<file path="src/rtl/otter_pipe_pkg.sv">
// Purpose: shared Otter pipeline widths, register-zero constant and ID/EX register layout.
// Latency: n/a (types and constants only).
// Backpressure: n/a.
package otter_pipe_pkg;

    localparam int XLEN = 32;
    localparam int AW   = 5;
    localparam int PCW  = 32;

    // x0 is hardwired to zero and never participates in bypass or hazards
    localparam logic [AW-1:0] REG_ZERO = 5'd0;

    // Contents of the ID/EX pipeline register handed to EX
    typedef struct packed {
        logic [PCW-1:0]  pc;
        logic [XLEN-1:0] rs1;
        logic [XLEN-1:0] rs2;
        logic [AW-1:0]   rd;
        logic            reg_write;
        logic            is_load;
    } id_ex_t;

endpackage

</file>
<file path="src/rtl/operand_fetch_stage_if.sv">
// Purpose: bundles decode-side, register-file, bypass and EX-side signals of the operand stage.
// Latency: n/a (wiring only).
// Backpressure: in_ready/out_ready valid-ready pairs on the decode and EX sides.
interface operand_fetch_stage_if #(
    parameter int XLEN = otter_pipe_pkg::XLEN,
    parameter int AW   = otter_pipe_pkg::AW,
    parameter int PCW  = otter_pipe_pkg::PCW
);
    // decode side
    logic            in_valid;
    logic            in_ready;
    logic [PCW-1:0]  in_pc;
    logic [AW-1:0]   in_rs1_adr;
    logic [AW-1:0]   in_rs2_adr;
    logic [AW-1:0]   in_rd;
    logic            in_reg_write;
    logic            in_is_load;
    // register file read port
    logic [AW-1:0]   rf_adr1;
    logic [AW-1:0]   rf_adr2;
    logic [XLEN-1:0] rf_rs1;
    logic [XLEN-1:0] rf_rs2;
    // EX bypass
    logic            ex_valid;
    logic [AW-1:0]   ex_rd;
    logic            ex_reg_write;
    logic            ex_is_load;
    logic [XLEN-1:0] ex_result;
    // MEM bypass
    logic            mem_valid;
    logic [AW-1:0]   mem_rd;
    logic            mem_reg_write;
    logic [XLEN-1:0] mem_result;
    // EX side
    logic            out_valid;
    logic            out_ready;
    logic [PCW-1:0]  out_pc;
    logic [XLEN-1:0] out_rs1;
    logic [XLEN-1:0] out_rs2;
    logic [AW-1:0]   out_rd;
    logic            out_reg_write;
    logic            out_is_load;

    // the operand stage itself
    modport slave (
        input  in_valid, in_pc, in_rs1_adr, in_rs2_adr, in_rd, in_reg_write, in_is_load,
        input  rf_rs1, rf_rs2,
        input  ex_valid, ex_rd, ex_reg_write, ex_is_load, ex_result,
        input  mem_valid, mem_rd, mem_reg_write, mem_result,
        input  out_ready,
        output in_ready, rf_adr1, rf_adr2,
        output out_valid, out_pc, out_rs1, out_rs2, out_rd, out_reg_write, out_is_load
    );

    // the surrounding pipeline (decode, register file, EX, MEM)
    modport master (
        output in_valid, in_pc, in_rs1_adr, in_rs2_adr, in_rd, in_reg_write, in_is_load,
        output rf_rs1, rf_rs2,
        output ex_valid, ex_rd, ex_reg_write, ex_is_load, ex_result,
        output mem_valid, mem_rd, mem_reg_write, mem_result,
        output out_ready,
        input  in_ready, rf_adr1, rf_adr2,
        input  out_valid, out_pc, out_rs1, out_rs2, out_rd, out_reg_write, out_is_load
    );

endinterface

</file>
<file path="src/rtl/operand_fwd_mux.sv">
// Purpose: priority operand select for one source: x0, EX bypass, MEM bypass, register file.
// Latency: combinational.
// Backpressure: none; the caller decides when the value is captured.
module operand_fwd_mux #(
    parameter int XLEN = otter_pipe_pkg::XLEN,
    parameter int AW   = otter_pipe_pkg::AW
) (
    input  logic [AW-1:0]   s,
    input  logic [XLEN-1:0] rf_data,
    input  logic            ex_valid,
    input  logic            ex_reg_write,
    input  logic            ex_is_load,
    input  logic [AW-1:0]   ex_rd,
    input  logic [XLEN-1:0] ex_result,
    input  logic            mem_valid,
    input  logic            mem_reg_write,
    input  logic [AW-1:0]   mem_rd,
    input  logic [XLEN-1:0] mem_result,
    output logic [XLEN-1:0] operand
);
    import otter_pipe_pkg::*;

    // A load in EX has no data yet, so it is never a bypass source; the stall
    // logic in the parent holds the consumer until the load reaches MEM.
    always_comb begin
        operand = rf_data;
        if (s == REG_ZERO) begin
            operand = '0;
        end else if (ex_valid && ex_reg_write && !ex_is_load && (ex_rd == s)) begin
            operand = ex_result;
        end else if (mem_valid && mem_reg_write && (mem_rd == s)) begin
            operand = mem_result;
        end
    end

endmodule

</file>
<file path="src/rtl/operand_fetch_stage.sv">
// Purpose: ID/EX operand stage: reads the register file, bypasses EX/MEM results, stalls on load-use.
// Latency: 1 cycle from acceptance to out_valid; flush squashes the register on the next edge.
// Backpressure: in_ready drops while the output register is held (out_ready=0) or on a load-use hazard.
// Optional: define OPERAND_STALL_CNT_EN to add a saturating load-use stall counter (stall_count/stall_count_clr).
module operand_fetch_stage #(
    parameter int XLEN = otter_pipe_pkg::XLEN,
    parameter int AW   = otter_pipe_pkg::AW,
    parameter int PCW  = otter_pipe_pkg::PCW
) (
    input  logic                 clk,
    input  logic                 rst_n,
    input  logic                 flush,
    operand_fetch_stage_if.slave bus
`ifdef OPERAND_STALL_CNT_EN
    ,
    input  logic                 stall_count_clr,
    output logic [31:0]          stall_count
`endif
);
    import otter_pipe_pkg::*;

    logic [XLEN-1:0] op1;
    logic [XLEN-1:0] op2;
    logic [PCW-1:0]  cap_pc;
    logic            ex_load_hit;
    logic            stall;
    logic            load_en;
    logic            xfer;
    logic            out_valid_q;
    id_ex_t          out_q;
    id_ex_t          nxt;

    // register file is addressed straight from decode so data returns this cycle
    assign bus.rf_adr1 = bus.in_rs1_adr;
    assign bus.rf_adr2 = bus.in_rs2_adr;

    operand_fwd_mux #(.XLEN(XLEN), .AW(AW)) u_fwd_rs1 (
        .s             (bus.in_rs1_adr),
        .rf_data       (bus.rf_rs1),
        .ex_valid      (bus.ex_valid),
        .ex_reg_write  (bus.ex_reg_write),
        .ex_is_load    (bus.ex_is_load),
        .ex_rd         (bus.ex_rd),
        .ex_result     (bus.ex_result),
        .mem_valid     (bus.mem_valid),
        .mem_reg_write (bus.mem_reg_write),
        .mem_rd        (bus.mem_rd),
        .mem_result    (bus.mem_result),
        .operand       (op1)
    );

    operand_fwd_mux #(.XLEN(XLEN), .AW(AW)) u_fwd_rs2 (
        .s             (bus.in_rs2_adr),
        .rf_data       (bus.rf_rs2),
        .ex_valid      (bus.ex_valid),
        .ex_reg_write  (bus.ex_reg_write),
        .ex_is_load    (bus.ex_is_load),
        .ex_rd         (bus.ex_rd),
        .ex_result     (bus.ex_result),
        .mem_valid     (bus.mem_valid),
        .mem_reg_write (bus.mem_reg_write),
        .mem_rd        (bus.mem_rd),
        .mem_result    (bus.mem_result),
        .operand       (op2)
    );

    // Load in EX targeting either source: checked against rs2 even when the
    // instruction ignores it, which costs an occasional needless bubble.
    assign ex_load_hit = bus.ex_valid & bus.ex_reg_write & bus.ex_is_load &
                         (bus.ex_rd != REG_ZERO) &
                         ((bus.ex_rd == bus.in_rs1_adr) | (bus.ex_rd == bus.in_rs2_adr));
    assign stall   = bus.in_valid & ex_load_hit;

    // Flush overrides both backpressure and stall so the squashed instruction
    // is drained from decode instead of lingering.
    assign load_en      = !out_valid_q | bus.out_ready;
    assign bus.in_ready = flush | (load_en & !stall);
    assign xfer         = bus.in_valid & bus.in_ready & !flush;

    assign cap_pc = bus.in_pc;

    // next contents of the ID/EX register
    always_comb begin
        nxt           = '0;
        nxt.pc        = cap_pc;
        nxt.rs1       = op1;
        nxt.rs2       = op2;
        nxt.rd        = bus.in_rd;
        nxt.reg_write = bus.in_reg_write;
        nxt.is_load   = bus.in_is_load;
    end

    // ID/EX register: flush kills, otherwise load or bubble when EX can take it
    always_ff @(posedge clk or negedge rst_n) begin
        if (!rst_n) begin
            out_valid_q <= 1'b0;
            out_q       <= '0;
        end else if (flush) begin
            out_valid_q <= 1'b0;
        end else if (load_en) begin
            out_valid_q <= xfer;
            if (xfer) begin
                out_q <= nxt;
            end
        end
    end

    assign bus.out_valid     = out_valid_q;
    assign bus.out_pc        = out_q.pc;
    assign bus.out_rs1       = out_q.rs1;
    assign bus.out_rs2       = out_q.rs2;
    assign bus.out_rd        = out_q.rd;
    assign bus.out_reg_write = out_q.reg_write;
    assign bus.out_is_load   = out_q.is_load;

`ifdef OPERAND_STALL_CNT_EN
    logic [31:0] stall_cnt_q;

    // count load-use bubbles that were not overridden by a flush; clear wins, saturate at max
    always_ff @(posedge clk or negedge rst_n) begin
        if (!rst_n) begin
            stall_cnt_q <= '0;
        end else if (stall_count_clr) begin
            stall_cnt_q <= '0;
        end else if (stall && !flush && (stall_cnt_q != 32'hFFFF_FFFF)) begin
            stall_cnt_q <= stall_cnt_q + 32'd1;
        end
    end

    assign stall_count = stall_cnt_q;
`endif

endmodule

</file>
<file path="src/flat_wrapper.sv">
// flat-port wrapper written by rule: the top's interface ports become plain ports
module operand_fetch_stage_flat import otter_pipe_pkg::*;
#(
    parameter int XLEN = otter_pipe_pkg::XLEN,
    parameter int AW   = otter_pipe_pkg::AW,
    parameter int PCW  = otter_pipe_pkg::PCW
)
  (clk, rst_n, flush, bus_in_valid, bus_in_pc, bus_in_rs1_adr, bus_in_rs2_adr, bus_in_rd, bus_in_reg_write, bus_in_is_load, bus_rf_rs1, bus_rf_rs2, bus_ex_valid, bus_ex_rd, bus_ex_reg_write, bus_ex_is_load, bus_ex_result, bus_mem_valid, bus_mem_rd, bus_mem_reg_write, bus_mem_result, bus_out_ready, bus_in_ready, bus_rf_adr1, bus_rf_adr2, bus_out_valid, bus_out_pc, bus_out_rs1, bus_out_rs2, bus_out_rd, bus_out_reg_write, bus_out_is_load);
  operand_fetch_stage_if #(.XLEN(XLEN), .AW(AW), .PCW(PCW)) bus_i ();
  input  logic clk;
  input  logic rst_n;
  input  logic flush;
  input wire logic [$bits(bus_i.in_valid)-1:0] bus_in_valid;
  input wire logic [$bits(bus_i.in_pc)-1:0] bus_in_pc;
  input wire logic [$bits(bus_i.in_rs1_adr)-1:0] bus_in_rs1_adr;
  input wire logic [$bits(bus_i.in_rs2_adr)-1:0] bus_in_rs2_adr;
  input wire logic [$bits(bus_i.in_rd)-1:0] bus_in_rd;
  input wire logic [$bits(bus_i.in_reg_write)-1:0] bus_in_reg_write;
  input wire logic [$bits(bus_i.in_is_load)-1:0] bus_in_is_load;
  input wire logic [$bits(bus_i.rf_rs1)-1:0] bus_rf_rs1;
  input wire logic [$bits(bus_i.rf_rs2)-1:0] bus_rf_rs2;
  input wire logic [$bits(bus_i.ex_valid)-1:0] bus_ex_valid;
  input wire logic [$bits(bus_i.ex_rd)-1:0] bus_ex_rd;
  input wire logic [$bits(bus_i.ex_reg_write)-1:0] bus_ex_reg_write;
  input wire logic [$bits(bus_i.ex_is_load)-1:0] bus_ex_is_load;
  input wire logic [$bits(bus_i.ex_result)-1:0] bus_ex_result;
  input wire logic [$bits(bus_i.mem_valid)-1:0] bus_mem_valid;
  input wire logic [$bits(bus_i.mem_rd)-1:0] bus_mem_rd;
  input wire logic [$bits(bus_i.mem_reg_write)-1:0] bus_mem_reg_write;
  input wire logic [$bits(bus_i.mem_result)-1:0] bus_mem_result;
  input wire logic [$bits(bus_i.out_ready)-1:0] bus_out_ready;
  output wire logic [$bits(bus_i.in_ready)-1:0] bus_in_ready;
  output wire logic [$bits(bus_i.rf_adr1)-1:0] bus_rf_adr1;
  output wire logic [$bits(bus_i.rf_adr2)-1:0] bus_rf_adr2;
  output wire logic [$bits(bus_i.out_valid)-1:0] bus_out_valid;
  output wire logic [$bits(bus_i.out_pc)-1:0] bus_out_pc;
  output wire logic [$bits(bus_i.out_rs1)-1:0] bus_out_rs1;
  output wire logic [$bits(bus_i.out_rs2)-1:0] bus_out_rs2;
  output wire logic [$bits(bus_i.out_rd)-1:0] bus_out_rd;
  output wire logic [$bits(bus_i.out_reg_write)-1:0] bus_out_reg_write;
  output wire logic [$bits(bus_i.out_is_load)-1:0] bus_out_is_load;
  assign bus_i.in_valid = bus_in_valid;
  assign bus_i.in_pc = bus_in_pc;
  assign bus_i.in_rs1_adr = bus_in_rs1_adr;
  assign bus_i.in_rs2_adr = bus_in_rs2_adr;
  assign bus_i.in_rd = bus_in_rd;
  assign bus_i.in_reg_write = bus_in_reg_write;
  assign bus_i.in_is_load = bus_in_is_load;
  assign bus_i.rf_rs1 = bus_rf_rs1;
  assign bus_i.rf_rs2 = bus_rf_rs2;
  assign bus_i.ex_valid = bus_ex_valid;
  assign bus_i.ex_rd = bus_ex_rd;
  assign bus_i.ex_reg_write = bus_ex_reg_write;
  assign bus_i.ex_is_load = bus_ex_is_load;
  assign bus_i.ex_result = bus_ex_result;
  assign bus_i.mem_valid = bus_mem_valid;
  assign bus_i.mem_rd = bus_mem_rd;
  assign bus_i.mem_reg_write = bus_mem_reg_write;
  assign bus_i.mem_result = bus_mem_result;
  assign bus_i.out_ready = bus_out_ready;
  assign bus_in_ready = bus_i.in_ready;
  assign bus_rf_adr1 = bus_i.rf_adr1;
  assign bus_rf_adr2 = bus_i.rf_adr2;
  assign bus_out_valid = bus_i.out_valid;
  assign bus_out_pc = bus_i.out_pc;
  assign bus_out_rs1 = bus_i.out_rs1;
  assign bus_out_rs2 = bus_i.out_rs2;
  assign bus_out_rd = bus_i.out_rd;
  assign bus_out_reg_write = bus_i.out_reg_write;
  assign bus_out_is_load = bus_i.out_is_load;
  operand_fetch_stage #(.XLEN(XLEN), .AW(AW), .PCW(PCW)) u_core (.clk(clk), .rst_n(rst_n), .flush(flush), .bus(bus_i));
endmodule
</file>
<file path="config.mk">
export PLATFORM = sky130hd
export DESIGN_NAME = operand_fetch_stage_flat
export DESIGN_NICKNAME = d
export VERILOG_FILES = /design/src/rtl/otter_pipe_pkg.sv /design/src/rtl/operand_fetch_stage_if.sv /design/src/rtl/operand_fwd_mux.sv /design/src/rtl/operand_fetch_stage.sv /design/src/flat_wrapper.sv
export SDC_FILE = /design/constraint.sdc
export NUM_CORES = 1
export LEC_CHECK = 0
export BUFFER_PORTS_ARGS = -buffer_cell sky130_fd_sc_hd__buf_2
export CAP_MARGIN = 20
export CORE_MARGIN = 8
export CORE_UTILIZATION = 42
export CTS_CLUSTER_SIZE = 10
export DETAILED_ROUTE_END_ITERATION = 10
export PLACE_DENSITY = 0.87
export SLEW_MARGIN = 30
export SYNTH_ARGS = -nofsm -noshare
export SYNTH_HDL_FRONTEND = slang
export SYNTH_HIERARCHICAL = 1
export SYNTH_SLANG_ARGS = --single-unit
</file>
<file path="constraint.sdc">
create_clock -name clk -period 1.8 [get_ports clk]
set_input_delay 0.54 -clock clk [delete_from_list [all_inputs] [get_ports clk]]
set_output_delay 0.54 -clock clk [all_outputs]
set_load 0.01 [all_outputs]
</file>
Word level (Yosys, flattened, before mapping)
Index checks and enable logic that the tools add are counted.

cells by class
  eq/ne operators = 4
  mux-type cells = 8
  bitwise operators = 12
  reduce and logical (&&, ||, !) cells = 16

operators with widths
  cell                 number
  32-bit two-way mux   6
  5-bit equality test  4
  5-bit logical NOT    2
  1-bit AND            8
  1-bit logical AND    7
  5-bit nonzero test   1
  1-bit logical NOT    4
  1-bit bitwise OR     3
  3-bit AND reduction  1
  1-bit two-way mux    2
  2-bit nonzero test   1
  1-bit NOT            1

storage, ports and cells
  register bits after elaboration = 104
  bits of input ports = 197
  output and inout port bits = 115
  word-level logic and storage cells = 47

Depth between registers and ports, before layout
Gate-level depths: netlist of run 1.

  word-level depth = 12
  gate-level depth with buffers = 8
  depth with buffers taken out = 6

By module
Netlist of run 1, hierarchy kept.

modules (own cells, without submodules)
  module               instances  cells each  area an instance (um2)
  operand_fetch_stage  1          254         4,371.7
  operand_fwd_mux      2          165         855.8

Worst setup path after synthesis of run 1
Ideal clock, no wire load.

  path kind = input-to-reg
  start = in bus_ex_rd[1]
  end = reg u_core.out_q (netlist bit u_core/bus.out_pc[0])
  library setup time = 0.127 ns
  arrival = 2.048 ns
  data required time = 1.673 ns
  slack = -0.376 ns
  stages on the path = 7
  buffers on the path = 3
  cells stage by stage = or4_1 > o21ai_1 > o211a_1 > buf_4 > buf_12 > buf_8 > mux2_1

between the ends
  longest elaborated chain between the ends = 10

RTL lines
  what                                                              line                                                  source
  from (decl)                                                       flat_wrapper.sv:23                                    input wire logic [$bits(bus_i.ex_rd)-1:0] bus_ex_rd;
  5-bit equality test / 5-bit nonzero test (equally long branches)  operand_fetch_stage.sv:71, operand_fetch_stage.sv:70
  1-bit bitwise OR / 1-bit AND (equally long branches)              operand_fetch_stage.sv:71, operand_fetch_stage.sv:69
  1-bit AND (*)                                                     operand_fetch_stage.sv:70                             (bus.ex_rd != REG_ZERO) &
  1-bit AND (*)                                                     operand_fetch_stage.sv:72                             assign stall = bus.in_valid & ex_load_hit;
  1-bit logical NOT (*)                                             operand_fetch_stage.sv:77                             assign bus.in_ready = flush | (load_en & !stall);
  1-bit AND (*)                                                     operand_fetch_stage.sv:77
  1-bit bitwise OR (*)                                              operand_fetch_stage.sv:77
  1-bit AND (*) (2 in a row)                                        operand_fetch_stage.sv:78                             assign xfer = bus.in_valid & bus.in_ready & !flush;
  3-bit AND reduction (no line) (*)                                 n/a
  to (signal assigned)                                              operand_fetch_stage.sv:103                            out_q <= nxt;
  to (decl)                                                         operand_fetch_stage.sv:30                             id_ex_t out_q;

Mark *: on every way between the ends. The rest lies on a longest branch, timed or not.
A chain may end at the register's enable or synchronous reset.

Final worst setup path of run 1
  start = in bus_in_rs2_adr[2]
  end = reg u_core.out_q (netlist bit u_core/bus.out_rs1[20])

between the ends
  longest elaborated chain between the ends = 10

RTL lines
  what                           line                       source
  from (decl)                    flat_wrapper.sv:16         input wire logic [$bits(bus_i.in_rs2_adr)-1:0] bus_in_rs2_adr;
  5-bit equality test            operand_fetch_stage.sv:71  ((bus.ex_rd == bus.in_rs1_adr) | (bus.ex_rd == bus.in_rs2_adr));
  1-bit bitwise OR               operand_fetch_stage.sv:71
  1-bit AND                      operand_fetch_stage.sv:70
  1-bit AND                      operand_fetch_stage.sv:72
  1-bit logical NOT              operand_fetch_stage.sv:77
  1-bit AND                      operand_fetch_stage.sv:77
  1-bit bitwise OR               operand_fetch_stage.sv:77
  1-bit AND (2 in a row)         operand_fetch_stage.sv:78
  3-bit AND reduction (no line)  n/a

Every way passes these cells.

==> results of run 1 <==
## synth_stat cells
| cell | count | area [um2] |
|---|---|---|
| nand2_1 | 132 | 495.5 |
| dfrtp_1 | 104 | 2603 |
| a31oi_1 | 64 | 400.4 |
| o21ai_1 | 57 | 285.3 |
| mux2_4 | 50 | 750.7 |
| mux2_2 | 44 | 495.5 |
| clkbuf_1 | 20 | 75.07 |
| xnor2_1 | 18 | 157.7 |
| buf_4 | 15 | 112.6 |
| buf_6 | 14 | 157.7 |
| xor2_1 | 12 | 105.1 |
| mux2_1 | 9 | 101.4 |
| nor2_1 | 9 | 33.78 |
| o21ai_0 | 8 | 40.04 |
| buf_12 | 6 | 120.1 |
| nand4_1 | 4 | 25.02 |
| nor3_1 | 4 | 20.02 |
| or2_2 | 3 | 18.77 |
| or4_1 | 3 | 22.52 |
| nand3_1 | 2 | 10.01 |
| a22oi_1 | 1 | 7.510 |
| and4_1 | 1 | 8.760 |
| buf_8 | 1 | 15.01 |
| nand2b_1 | 1 | 6.260 |
| nor2b_1 | 1 | 6.260 |
| o211a_1 | 1 | 10.01 |
## final cells by class
type | instances | area (um2) | area share
Clock inverter | 7 | 87.58 | 0.008811
Tap cell | 184 | 230.2 | 0.02316
Multi-Input combinational cell | 424 | 3572 | 0.3593
Clock buffer | 9 | 225.2 | 0.02266
Timing Repair Buffer | 417 | 3223 | 0.3242
Sequential cell | 104 | 2603 | 0.2618
## per-stage QoR
stage	utilization	std cells
after floorplan	-	584
after global placement	0.5568	1077
after detailed placement	0.5568	1077
after CTS	0.6668	1137
after global routing	0.6918	1145
final	0.6918	1145
## layout by cell type, fill, tap and decap left out, drive strengths merged, types with 2 or more instances in the layout
master,n
mux2,103
or4,3
xnor2,18
clkbuf,14
o21ai,65
a31oi,64
dfrtp,104
inv,3
nor3,4
clkinvlp,2
nor2,9
or2,3
nand3,2
buf,410
nand2,132
xor2,12
nand4,4
## critical path: cells and delay by family
family / cells / cell delay [ns]
buf+inv: 7 / 0.91
compound gates: 2 / 0.39
mux: 1 / 0.31
simple gates: 1 / 0.18
xor+xnor: 1 / 0.17
## cells by family after synthesis
logic type,Yosys count
flops,104
buf+inv,56
mux,103
xor+xnor,30
simple gates,160
compound gates,131
## worst min path at each step
| stage | slack [ns] | end | cells after the start |
|---|---|---|---|
| 2_1_floorplan | 0.24 | u_core/bus.out_is_load | 0 |
| 3_3_place_gp | 0.34 | u_core/bus.out_rs2[21] | 1 |
| 3_5_place_dp | 0.34 | u_core/bus.out_rs1[21] | 1 |
| 4_1_cts | 0.40 | u_core/bus.out_pc[17] | 2 |
| 5_1_grt | 0.40 | u_core/bus.out_pc[16] | 2 |
| 6_report | 0.41 | u_core/bus.out_pc[16] | 2 |
## per-layer routing
layer  up-vias  global-route usage
li1       2800                   -
met1      3154              0.2990
met2       504              0.4744
met3       125             0.08537
met4         0              0.1379
met5         -                   0
## repair_timing
| item | CTS | global route |
|---|---|---|
| endpoints found under the hold margin | 2 | 0 |
| endpoints found under the setup margin | 105 | 105 |
| gates resized for setup | 128 | 85 |
| buffers inserted | 28 | 13 |
| gates cloned | 17 | 6 |
| hold buffers | 1 | 0 |
| pin swaps | 10 | 11 |
## sequential cells by signal (all words and copies together) (netlist names)
signal,cells
u_core/bus.out_rd,5
u_core/bus.out_pc,32
u_core/bus.out_rs1,32
u_core/bus.out_valid,1
u_core/bus.out_rs2,32
u_core/bus.out_is_load,1
u_core/bus.out_reg_write,1
## report_power, final
group	leakage (nW)	internal [W]	switching, W	total (W)
clock	0.148	0.00111	0.000967	0.00208
sequential	1.23	0.00277	0.000278	0.00305
combinational	3.58	0.00142	0.00111	0.00253
total	4.95	0.00530	0.00235	0.00766
==> impl_metrics.csv, run 1 <==
group,metric,value,unit
outcome,status,"finished, violations left",
outcome,violations,"setup timing",
sta,hold_viol,0,
pwr,vdd_drop_max,0.6502,mV
setup_path,worst_path_largest_cell_delay,0.31,ns
clock_tree,cts_tree,"done",
clock_tree,cts_made_buffers,9,
yosys,yosys.area_share.simple,0.1063,
drt,num_vias,6583,
sta,setup_slack,-0.4574,ns
yosys,synthXorXnorAreaFrac,0.04319,
setup_path,worstRegToRegCells,7,
drt,met3WireLength,2.976,mm
global_route,grt_pass1_wl,39.01,mm
drt,wl_met2,13.96,mm
cells_and_area,final_layout_size_suffix_gt1_frac,0.6171,
global_route,grt_pass1_vias,6997,
global_route,grt_usage,0.2747,
yosys,synthAdderAreaFrac,0,
sta,finalCritPeriodShare,1.254,
setup_path,crit_chain,"buf_8, buf_6, xor2_2, nor3_2, a22oi_2, buf_4, o211a_4, buf_6, buf_12, buf_12, buf_6, mux2_4",
cells_and_area,area_growth_syn_to_layout,63.41,%
floorplan,dieHeight,136.4,um
cells_and_area,fin_nets,1153,
place,port_buffers,311,
setup_path,crit_start,"bus_in_rs2_adr[2]",
drt,routed_wirelength,27.88,mm
sta,fmax,443.0,MHz
yosys,netlist_instances,584,
yosys,synth_warnings,6,
clock_tree,cts_sinks,104,
global_route,antenna_found_initial,0,
sta,fin_setup_tns,-35.43,ns
sta,finalHoldWorstSlack,0.4108,ns
yosys,yosysSeqAreaShare,0.4278,
place,pre_cts_ws,-0.8016,ns
yosys,synth_top_family_by_area,"multiplexers",
yosys,synthMuxAreaShare,0.2215,
yosys,syn_nets,781,
sta,worst_slew_pin_slew,0.5945,ns
drt,ant_nets,0,
setup_path,r2r-start,"u_core/bus.out_valid",
sta,setup_viol,105,
cells_and_area,n_antenna_cell,0,
run,drv_cap,0,
setup_path,end_kind,"register",
drt,wl_per_cell,24.35,um
pwr,cellPowerDensity,770.5,nW/um2
drt,drc,0,
yosys,synth.cell_area,6083,um2
setup_path,crit_fanout,5,
clock_tree,cts_root_buf,"clkbuf_16",
worst_hold_path,hold_start,"bus_in_pc[16]",
setup_path,crit_slowest_cell,"mux2_4",
clock_tree,htreeDepth,3,
floorplan,core,14370,um2
clock_tree,clk_latency,0.36,ns
floorplan,dieArea,18590,um2
setup_path,worstReg2RegEnd,"u_core/bus.out_rs1[20]",
setup_path,cp.required,2.03,ns
worst_hold_path,hold_path.class,"in2reg",
global_route,grt_max_degree,103,
setup_path,arrival,2.48,ns
clock_tree,clk_pin_slew,0.08,ns
floorplan,io_pins,312,
drt,drt_iter0_markers,520,
yosys,synth-seq-cells,104,
drt,top_layer_used,"met4",
floorplan,die_width,136.4,um
yosys,synth_cell_type_count,26,
drt,drtPass1Iterations,7,
pwr,leakage,4.953,nW
sta,skew,0.01592,ns
global_route,grt_overflow,0,
drt,wl_met1,9.676,mm
place,routabilityCongestion,0.8655,
cells_and_area,fillCellCount,982,
sta,drv_slew,0,
place,place_area,8000,um2
cells_and_area,stdcell_area,9941,um2
sta,relSlewSlack,0.6037,
setup_path,cp-endpoint,"u_core/bus.out_rs1[20]",
setup_path,crit_type,"in2reg",
drt,viasPerCell,5.749,
clock_tree,cts_max_path_buffers,2,
setup_path,cp-start-kind,"input port",
yosys,avgSynthCellArea,10.42,um2
floorplan,start_util,0.4234,
yosys,synth-compound-area-share,0.1222,
sta,min_period,2.257,ns
floorplan,rows,44,
sta,rsz0062_at_grt,"true",
setup_path,worst-r2r-setup-slack,0.09,ns
place,dpl.hpwl,16.57,mm
setup_path,cpMostUsedCell,"buf_6",
pwr,p_total,0.007659,W
Power figures use the tool's default switching activity.
==> inputs of run 2 (changes only) <==
--- a/config.mk
+++ b/config.mk
@@ -8,10 +8,10 @@
 export BUFFER_PORTS_ARGS = -buffer_cell sky130_fd_sc_hd__buf_2
 export CAP_MARGIN = 20
 export CORE_MARGIN = 8
-export CORE_UTILIZATION = 42
+export CORE_UTILIZATION = 50
 export CTS_CLUSTER_SIZE = 10
 export DETAILED_ROUTE_END_ITERATION = 10
-export PLACE_DENSITY = 0.87
+export PLACE_DENSITY = 0.95
 export SLEW_MARGIN = 30
 export SYNTH_ARGS = -nofsm -noshare
 export SYNTH_HDL_FRONTEND = slang
==> constraint.sdc (replaced) <==
create_clock -name clk -period 2.6 [get_ports clk]
set_input_delay 0.78 -clock clk [delete_from_list [all_inputs] [get_ports clk]]
set_output_delay 0.78 -clock clk [all_outputs]
set_load 0.01 [all_outputs]
==> run 2 against run 1 <==
  * The flow still finishes with violations (setup timing)
  * Critical path depth fell by 2
  * Die area down 14%
  * Cell area shrank 18%
  * Power decreased by 35%
  * Worst hold slack worse by 0.094 ns
  * Clock-buffer cell count is the same
  * Final cell count fell by 9.2%
  * Sequential cell count did not move
  * Register-to-register slack improved by 0.96 ns
  * Utilization down 0.96 points
  * Combinational power fell by 43%
  * Clock skew decreased by 0.011 ns
  * Largest cell class unchanged
==> impl_metrics.csv, run 2 (synthesis results as in run 1) <==
group,metric,value,unit
clock_tree,clk_pin_slew,0.07,ns
sta,rsz0062_at_grt,"true",
global_route,antenna_found_initial,0,
setup_path,arrival,2.85,ns
clock_tree,clk_latency,0.34,ns
floorplan,dieHeight,126.3,um
setup_path,crit_cells,10,
place,port_buffers,311,
floorplan,dieArea,15950,um2
clock_tree,cts_max_path_buffers,2,
global_route,grt_pass1_wl,33.35,mm
pwr,p_sw_frac,0.3016,
setup_path,worst_path_largest_cell_delay,0.52,ns
clock_tree,htreeDepth,3,
setup_path,end_kind,"register",
sta,worst_slew_pin_slew,0.3022,ns
drt,num_vias,5947,
place,dpl.hpwl,16.34,mm
setup_path,worstRegToRegCells,4,
floorplan,io_pins,312,
global_route,grt_overflow,0,
setup_path,worst-r2r-setup-slack,1.05,ns
floorplan,die_width,126.3,um
pwr,internal-power,0.003455,W
pwr,p_seq_frac,0.423,
setup_path,crit_fanout,39,
sta,fmax,381.7,MHz
cells_and_area,post-route-util,0.6822,
cells_and_area,fin_nets,1085,
sta,setup_slack,-0.01991,ns
cells_and_area,layout_common_cells,"buf_2, nand2_1, dfrtp_1",
place,routabilityCongestion,0.8767,
sta,hold_viol,0,
global_route,grt_pass1_vias,6360,
floorplan,rows,40,
sta,skew,0.005254,ns
cells_and_area,final_layout_size_suffix_gt1_frac,0.5274,
setup_path,cpMostUsedCell,"buf_4",
outcome,violations,"setup timing",
global_route,grt_usage,0.2642,
sta,relSlewSlack,0.7985,
worst_hold_path,hold_path.class,"in2async",
clock_tree,cts_made_buffers,9,
cells_and_area,mostFrequentLayoutCell,"buf_2",
cells_and_area,n_antenna_cell,0,
drt,drtPass1Iterations,5,
sta,drv_slew,0,
setup_path,crit_chain,"buf_6, or4_4, o21ai_2, buf_4, buf_4, buf_4, buf_4, o211a_4, buf_16, mux2_2",
setup_path,critical_path_buf_inv_count,6,
drt,wl_per_cell,21.08,um
floorplan,core,11960,um2
pwr,power.switching,0.001492,W
pwr,p_comb_frac,0.290,
pwr,p_total,0.004946,W
setup_path,worstReg2RegEnd,"u_core/bus.out_rs2[12]",
pwr,leakage,4.102,nW
floorplan,start_util,0.5086,
pwr,clock_power_share,0.287,
sta,fin_setup_tns,-0.02983,ns
sta,setup_viol,5,
sta,finalCritPeriodShare,1.008,
setup_path,cp.required,2.83,ns
drt,ant_nets,0,
cells_and_area,area_growth_syn_to_layout,34.14,%
drt,drt_iter0_markers,528,
setup_path,crit_family,"buffers and inverters",
sta,min_period,2.620,ns
clock_tree,cts_sinks,104,
run,drv_cap,0,
drt,routed_wirelength,21.92,mm
setup_path,cp-start-kind,"input port",
outcome,status,"finished, violations left",
drt,viasPerCell,5.718,
pwr,cellPowerDensity,606.2,nW/um2
setup_path,r2r-start,"u_core/bus.out_valid",
clock_tree,cts_root_buf,"clkbuf_16",
place,pre_cts_ws,-0.2720,ns
drt,drc,0,
setup_path,crit_type,"in2reg",
global_route,grt_max_degree,65,
pwr,vdd_drop_max,0.5566,mV
setup_path,crit_slowest_cell,"or4_4",
clock_tree,cts_tree,"done",
[run 2: changes by cell type in the layout (fill, tap and decap cells not counted), sizes merged]
| cell | previous run | this run |
|---|---|---|
| buf | 410 | 349 |
| clkinvlp | 2 | 0 |
| clkinv | 1 | 3 |
| clkbuf | 14 | 9 |
| bufbuf | 1 | 0 |
| dlygate4sd3 | 1 | 0 |
[run 2: how the worst max path moves through the flow]
stage                       from                     end
2_1_floorplan       bus_ex_rd[1]            bus_in_ready
3_3_place_gp        bus_ex_rd[0]   u_core/bus.out_rs2[0]
3_5_place_dp   bus_in_rs2_adr[2]  u_core/bus.out_rs2[12]
4_1_cts             bus_ex_rd[1]            bus_in_ready
5_1_grt             bus_ex_rd[2]            bus_in_ready
6_report            bus_ex_rd[1]  u_core/bus.out_rs2[12]
[run 2: power groups by stage]
| stage | Combinational, W | Sequential (W) | Clock (W) |
|---|---|---|---|
| 2_1_floorplan | 0.000579 | 0.00224 | 0 |
| 3_3_place_gp | 0.00136 | 0.00209 | 0 |
| 3_5_place_dp | 0.00140 | 0.00211 | 0 |
| 4_1_cts | 0.00142 | 0.00209 | 0.00144 |
| 5_1_grt | 0.00153 | 0.00212 | 0.00151 |
| 6_report | 0.00144 | 0.00209 | 0.00142 |
[run 2: per-stage QoR]
stage | hold WS, ns | cell area [um2] | std cells
5_1_grt | 0.3184 | 8160 | 1040
6_report | 0.3163 | 8160 | 1040
4_1_cts | 0.3091 | 8097 | 1039
2_1_floorplan | 0.4844 | 6083 | 584
3_5_place_dp | 0.4716 | 7721 | 1019
3_3_place_gp | 0.4626 | 7721 | 1019
[run 2: cell type report]
class	count	area, um2
Timing Repair Buffer	349	1993
Tap cell	147	183.9
Sequential cell	104	2603
Clock inverter	7	86.33
Clock buffer	9	225.2
Multi-Input combinational cell	424	3069
Fill cell	869	3801
[run 2: metal layers]
| layer | GRT usage | wire, um |
|---|---|---|
| met5 | 0 | 0 |
| met3 | 0.09761 | 2436 |
| met2 | 0.4531 | 10790 |
| met1 | 0.2852 | 7930 |
| met4 | 0.1231 | 763 |
[run 2: timing repair]
| action | CTS | global route |
|---|---|---|
| endpoints found under the setup margin | 1 | 33 |
| pin swaps | 6 | 4 |
| resized for setup | 9 | 13 |
| setup buffers | 4 | 1 |
| hold buffers | 0 | 0 |
